## src/rtl/abr_onehot_rr_arbiter_pkg.sv

```systemverilog
// Shared types for the one-hot round-robin arbiter: FSM state encoding.
package abr_onehot_rr_arbiter_pkg;

    // Sparse encodings, pairwise Hamming distance >= 3, so one flipped bit never aliases a legal state.
    typedef enum logic [5:0] {
        IDLE  = 6'b000111,
        GRANT = 6'b111000,
        ERROR = 6'b101101
    } abr_state_e;

endpackage

```

## src/rtl/abr_prim_onehot_check.sv

```systemverilog
// Combinational consistency check of a one-hot vector against its binary index and an enable.
module abr_prim_onehot_check #(
    parameter int unsigned AddrWidth   = 2,
    parameter int unsigned OneHotWidth = 4,
    parameter bit          AddrCheck   = 1'b1,
    parameter bit          EnableCheck = 1'b1,
    parameter bit          StrictCheck = 1'b1
) (
    input  logic [OneHotWidth-1:0] oh_i,
    input  logic [AddrWidth-1:0]   addr_i,
    input  logic                   en_i,
    output logic                   err_o
);

    logic [OneHotWidth-1:0] oh_exp;
    logic                   any_set;
    logic                   multi_err;
    logic                   addr_err;
    logic                   en_err;
    logic                   strict_err;

    assign any_set    = |oh_i;
    assign oh_exp     = {{(OneHotWidth-1){1'b0}}, 1'b1} << addr_i;
    // x & (x-1) clears the lowest set bit; anything left means more than one bit.
    assign multi_err  = |(oh_i & (oh_i - {{(OneHotWidth-1){1'b0}}, 1'b1}));
    assign addr_err   = AddrCheck   && any_set && (oh_i != oh_exp);
    assign en_err     = EnableCheck && any_set && !en_i;
    assign strict_err = StrictCheck && en_i && !any_set;

    assign err_o = multi_err | addr_err | en_err | strict_err;

endmodule

```

## src/rtl/abr_onehot_rr_arbiter.sv

```systemverilog
// Round-robin arbiter with locked, registered one-hot grant and a sticky integrity error.
module abr_onehot_rr_arbiter
    import abr_onehot_rr_arbiter_pkg::*;
#(
    parameter int unsigned NumReq         = 4,
    parameter int unsigned IdxWidth       = $clog2(NumReq),
    parameter bit          EnableErrCheck = 1'b1
) (
    input  logic                clk_i,
    input  logic                rst_b,
    input  logic [NumReq-1:0]   req_i,
    input  logic                ready_i,
    output logic                valid_o,
    output logic [NumReq-1:0]   gnt_o,
    output logic [IdxWidth-1:0] idx_o,
    output logic                err_o
);

    abr_state_e          state_q, state_d;
    logic [IdxWidth-1:0] ptr_q, ptr_d;
    logic [IdxWidth-1:0] idx_q, idx_d;
    logic [NumReq-1:0]   gnt_q, gnt_d;
    logic                valid_q, valid_d;
    logic                err_q, err_d;

    logic                handshake;
    logic [IdxWidth-1:0] ptr_inc;
    logic [IdxWidth-1:0] base;
    logic [2*NumReq-1:0] req_rot;
    logic [IdxWidth-1:0] pick_idx;
    logic [NumReq-1:0]   pick_oh;
    logic                chk_err;

    assign handshake = (state_q == GRANT) && ready_i;
    assign ptr_inc   = (idx_q == IdxWidth'(NumReq - 1)) ? '0 : idx_q + IdxWidth'(1);
    // Searching from idx_q+1 puts the served index last, so it only wins when it is the sole requester.
    assign base      = handshake ? ptr_inc : ptr_q;
    assign req_rot   = {req_i, req_i} >> base;

    always_comb begin
        pick_idx = '0;
        for (int k = NumReq - 1; k >= 0; k--) begin
            if (req_rot[k]) pick_idx = IdxWidth'((int'(base) + k) % int'(NumReq));
        end
    end

    assign pick_oh = {{(NumReq-1){1'b0}}, 1'b1} << pick_idx;

    generate
        if (EnableErrCheck) begin : g_chk
            abr_prim_onehot_check #(
                .AddrWidth   (IdxWidth),
                .OneHotWidth (NumReq),
                .AddrCheck   (1'b1),
                .EnableCheck (1'b1),
                .StrictCheck (1'b1)
            ) u_onehot_check (
                .oh_i   (gnt_q),
                .addr_i (idx_q),
                .en_i   (valid_q),
                .err_o  (chk_err)
            );
        end else begin : g_no_chk
            assign chk_err = 1'b0;
        end
    endgenerate

    always_comb begin
        state_d = state_q;
        ptr_d   = ptr_q;
        idx_d   = idx_q;
        gnt_d   = gnt_q;
        valid_d = valid_q;
        unique case (state_q)
            IDLE: begin
                if (|req_i) begin
                    state_d = GRANT;
                    gnt_d   = pick_oh;
                    idx_d   = pick_idx;
                    valid_d = 1'b1;
                end
            end
            GRANT: begin
                if (ready_i) begin
                    ptr_d = ptr_inc;
                    if (|req_i) begin
                        gnt_d = pick_oh;
                        idx_d = pick_idx;
                    end else begin
                        state_d = IDLE;
                        gnt_d   = '0;
                        idx_d   = '0;
                        valid_d = 1'b0;
                    end
                end
            end
            ERROR: begin
                gnt_d   = '0;
                idx_d   = '0;
                valid_d = 1'b0;
            end
            default: begin
                state_d = ERROR;
                gnt_d   = '0;
                idx_d   = '0;
                valid_d = 1'b0;
            end
        endcase
        if (chk_err) begin
            state_d = ERROR;
            gnt_d   = '0;
            idx_d   = '0;
            valid_d = 1'b0;
        end
    end

    assign err_d = (state_d == ERROR);

    always_ff @(posedge clk_i or negedge rst_b) begin
        if (!rst_b) begin
            state_q <= IDLE;
            ptr_q   <= '0;
            idx_q   <= '0;
            gnt_q   <= '0;
            valid_q <= 1'b0;
            err_q   <= 1'b0;
        end else begin
            state_q <= state_d;
            ptr_q   <= ptr_d;
            idx_q   <= idx_d;
            gnt_q   <= gnt_d;
            valid_q <= valid_d;
            err_q   <= err_d;
        end
    end

    assign valid_o = valid_q;
    assign gnt_o   = gnt_q;
    assign idx_o   = idx_q;
    assign err_o   = err_q;

endmodule

```

## config.mk

```make
export PLATFORM = sky130hd
export DESIGN_NAME = abr_onehot_rr_arbiter
export DESIGN_NICKNAME = d
export VERILOG_FILES = /design/src/rtl/abr_onehot_rr_arbiter_pkg.sv /design/src/rtl/abr_prim_onehot_check.sv /design/src/rtl/abr_onehot_rr_arbiter.sv
export SDC_FILE = /design/constraint.sdc
export NUM_CORES = 1
export LEC_CHECK = 0
export BUFFER_PORTS_ARGS = -buffer_cell sky130_fd_sc_hd__buf_2
export CORE_ASPECT_RATIO = 1.4
export CORE_UTILIZATION = 45
export CTS_CLUSTER_DIAMETER = 80
export DETAILED_ROUTE_END_ITERATION = 10
export PLACE_DENSITY = 0.62
export REMOVE_ABC_BUFFERS = 1
export SLEW_MARGIN = 20
export SYNTH_ARGS = -nofsm -noshare
export SYNTH_HDL_FRONTEND = slang
export SYNTH_SLANG_ARGS = --single-unit
```

## constraint.sdc

```tcl
create_clock -name clk_i -period 4.5 [get_ports clk_i]
set_input_delay 0.45 -clock clk_i [delete_from_list [all_inputs] [get_ports clk_i]]
set_output_delay 0.45 -clock clk_i [all_outputs]
set_load 0.03 [all_outputs]
```

==> results.py <==
metrics = {
    "final_layout": {
        "final_net_count": 143,
        "most_frequent_standard_cell_in_the_layout_excluding_fill_and_tap_cells": "sky130_fd_sc_hd__buf_2",
        "post_route_cells_drive_above_1_share_pct": 24.4,
        "fin_cells": 153,
        "post-route-cell-area_mm2": 0.00122,
        "layout-area-overhead-vs-synth_pct": 12.3,
        "most-common-layout-cells": "sky130_fd_sc_hd__buf_2 (14), sky130_fd_sc_hd__nor2_1 (13), sky130_fd_sc_hd__dfrtp_1 (13), sky130_fd_sc_hd__inv_1 (8), sky130_fd_sc_hd__nand2_1 (8)",
        "inserted_diodes": 0,
    },
    "power_and_ir_drop": {
        "totalPowerFinal_uw": 261,
        "power.leakage_uw": 0.000528,
        "total_power_divided_by_cell_area_mw_per_mm2": 213,
        "power.ir.vdd_worst_mv": 0.172,
    },
    "detailed_routing": {
        "first_iter_violations": 33,
        "postRouteAntennaNets": 0,
        "drc": 2,
        "drt_pre_antenna_iters": 9,
        "route.vias.total": 971,
        "viasPerCell": 6.35,
        "detail_route.wl_per_cell_um": 16.6,
        "finalWirelength_mm": 2.54,
    },
    "clock_tree": {
        "h-tree-depth": 1,
        "cts_buffers": 3,
        "cts_setup_buffers": 0,
        "worst_skew_pair.late_latency_ns": 0.30,
        "cts_hold_buffers": 0,
        "clkTransAtPathRegs_ns": 0.10,
        "cts_tree": "built",
        "clkSinkCount": 16,
        "cts_buffer_depth": 2,
        "cts.root.buffer_cell": "sky130_fd_sc_hd__clkbuf_4",
        "post_cts_resized": 0,
    },
    "logic_synthesis": {
        "number_of_cells_produced_by_synthesis": 113,
        "main_combinational_cell_family_by_area_after_synthesis": "simple AND/OR/NAND/NOR gates",
        "synth_async_sr_flop_share_pct": 100,
        "synthFlopType": "sky130_fd_sc_hd__dfrtp_1",
        "proportion_of_synthesized_area_in_mux_cells_pct": 5.85,
        "synth-seq-cells": 16,
        "synth.yosys.seq_area_share_pct": 37.0,
        "synth.lib_cells_used.distinct": 44,
        "synthSimpleGateAreaFrac_pct": 28.9,
        "syn-cell-area_mm2": 0.00109,
        "synth_compound_area_share_pct": 20.9,
        "synth_xor_xnor_area_share_pct": 0,
        "synth_warn": 0,
        "synth-edff-count": 0,
        "post_synth_fa_ha_maj_area_fraction_pct": 4.59,
        "synthesized_area_per_cell_um2": 9.66,
    },
    "min_path": {
        "hold_path.class": "in2async",
    },
    "timing": {
        "fin_worst_skew_ns": 0.00151,
        "finalCritPeriodShare_pct": 46.1,
        "timing.slew.headroom_pct": 49.1,
        "timing.final.crit_period_ns": 2.07,
        "worstMarginPinSlew_ns": 0.757,
        "timing_max_transition_violations_final": 0,
        "timing_limited_maximum_frequency_ghz": 0.482,
        "report.final.hold_viol_count": 0,
        "finalSetupTns_ns": 0,
        "setup_viol": 0,
        "rsz0062_at_grt": "false",
    },
    "setup_path": {
        "critPathLaunchType": "flip-flop",
        "setup.worst_path.class": "reg2reg",
        "path_max_fanout": 7,
        "timing.critical_path.required_ns": 4.68,
        "reg2reg_slack_ns": 2.43,
        "critPathCaptureType": "flip-flop",
        "timing.critical_path.arrival_ns": 2.25,
    },
    "placement": {
        "place_area_mm2": 0.00119,
        "place_hpwl_mm": 1.91,
        "dp.cells": 149,
        "gp_congestion": 0.838,
        "placement.io_buffers": 14,
    },
    "floorplan": {
        "core_area_mm2": 0.00223,
        "floorplan.die_area_mm2": 0.00263,
        "floorplan.die.width_um": 43.6,
        "num_rows": 20,
        "ioPinCount": 15,
        "die_y_um": 60.3,
        "initial_core_util_pct": 49.0,
    },
    "global_routing": {
        "first_global_vias": 950,
        "antenna_found_initial": 0,
        "grt_util_all_layers_pct": 22.4,
        "largest_net_degree_at_the_start_of_global_routing": 17,
        "gr-total-overflow": 0,
        "global_route_wire_length_before_repair_mm": 4.29,
    },
    "run": {
        "cap_violations": 0,
    },
    "outcome": {
        "failing_checks": "design-rule violations",
        "status": "finished, violations left",
    },
}
[sequential cells by signal, indices dropped and copies added, names as in the netlist]
| register | cells |
|---|---|
| gnt_o | 4 |
| idx_o | 2 |
| valid_o | 1 |
| ptr_q | 2 |
| err_o | 1 |
| state_q | 6 |
[per-layer routing]
metal	global-route usage, %	wire length, µm	up-vias	share of wire (%)
li1	-	-	470	-
met5	0	0	-	0
met3	3.93	75	7	3.0
met4	13.8	76	0	3.0
met2	36.0	1250	20	49
met1	27.5	1140	474	45
[logic make-up after synthesis]
logic type / after synthesis
DFF: 16
adders and majority gates: 4
and+or+nand+nor: 53
AOI/OAI and AO/OA: 27
buffers and inverters: 8
muxes: 5
[worst max-delay path, cell delays in order (launching register included)]
cell and delay [ns]:
sky130_fd_sc_hd__dfrtp_1 0.46, sky130_fd_sc_hd__inv_1 0.11, sky130_fd_sc_hd__ha_1 0.37, sky130_fd_sc_hd__or4b_1 0.44, sky130_fd_sc_hd__o2111ai_1 0.13, sky130_fd_sc_hd__o211ai_1 0.15, sky130_fd_sc_hd__nand4_1 0.20, sky130_fd_sc_hd__o32ai_1 0.10
[cells in the mapped netlist, types with 3 or more instances]
| master | number | area [µm²] |
|---|---|---|
| sky130_fd_sc_hd__ha_1 | 4 | 50.1 |
| sky130_fd_sc_hd__o21ai_0 | 3 | 15.0 |
| sky130_fd_sc_hd__mux2i_1 | 3 | 30.0 |
| sky130_fd_sc_hd__dfrtp_1 | 13 | 325 |
| sky130_fd_sc_hd__and3_1 | 3 | 18.8 |
| sky130_fd_sc_hd__nand4_1 | 3 | 18.8 |
| sky130_fd_sc_hd__nand2_1 | 8 | 30.0 |
| sky130_fd_sc_hd__nor2_1 | 13 | 48.8 |
| sky130_fd_sc_hd__nand2b_1 | 3 | 18.8 |
| sky130_fd_sc_hd__nand3_1 | 6 | 30.0 |
| sky130_fd_sc_hd__a21oi_1 | 3 | 15.0 |
| sky130_fd_sc_hd__inv_1 | 8 | 30.0 |
| sky130_fd_sc_hd__dfstp_2 | 3 | 78.8 |
| sky130_fd_sc_hd__o22ai_1 | 3 | 18.8 |
[through the flow]
| step | util (%) | hold WS [ns] | worst slack [ns] |
|---|---|---|---|
| finish | 55.0 | 0.0441 | 2.43 |
| global route | 55.0 | 0.0556 | 2.28 |
| CTS | 55.0 | 0.0495 | 2.44 |
| detailed placement | 53.4 | 0.382 | 2.46 |
| global placement | 53.4 | 0.377 | 2.53 |
| floorplan | - | 0.154 | 2.41 |
[path summary, 6_finish.rpt]
kind | start | endpoint | cells after the start
min reg2reg | ptr_q[0]$_DFFE_PN0N_ | ptr_q[0]$_DFFE_PN0N_ | 1
max in group asynchronous | rst_b | state_q[2]$_DFF_PN1_ | 1
max | idx_o[0]$_DFFE_PN0P_ | gnt_o[3]$_DFFE_PN0P_ | 7
max reg2reg | idx_o[0]$_DFFE_PN0P_ | gnt_o[3]$_DFFE_PN0P_ | 7
min in group clk_i | req_i[2] | state_q[1]$_DFF_PN1_ | 4
min | rst_b | ptr_q[0]$_DFFE_PN0N_ | 1
[power breakdown]
| part | switching (µW) | total, µW | leakage (µW) | internal (µW) |
|---|---|---|---|---|
| registers | 0 | 144 | 0.000197 | 144 |
| logic | 11.9 | 16.8 | 0.000310 | 4.99 |
| clock network | 51.1 | 101 | 0.0000210 | 49.5 |
| total | 62.9 | 261 | 0.000528 | 198 |
[area by class of cell]
cell class | count | area, µm²
Fill cell | 216 | 1000
Multi-Input combinational cell | 89 | 657
Sequential cell | 16 | 404
Timing Repair Buffer | 14 | 70.1
Clock buffer | 4 | 36.3
Inverter | 8 | 30.0
Tap cell | 22 | 27.5
No activity file was read; power rests on OpenSTA's default activity.
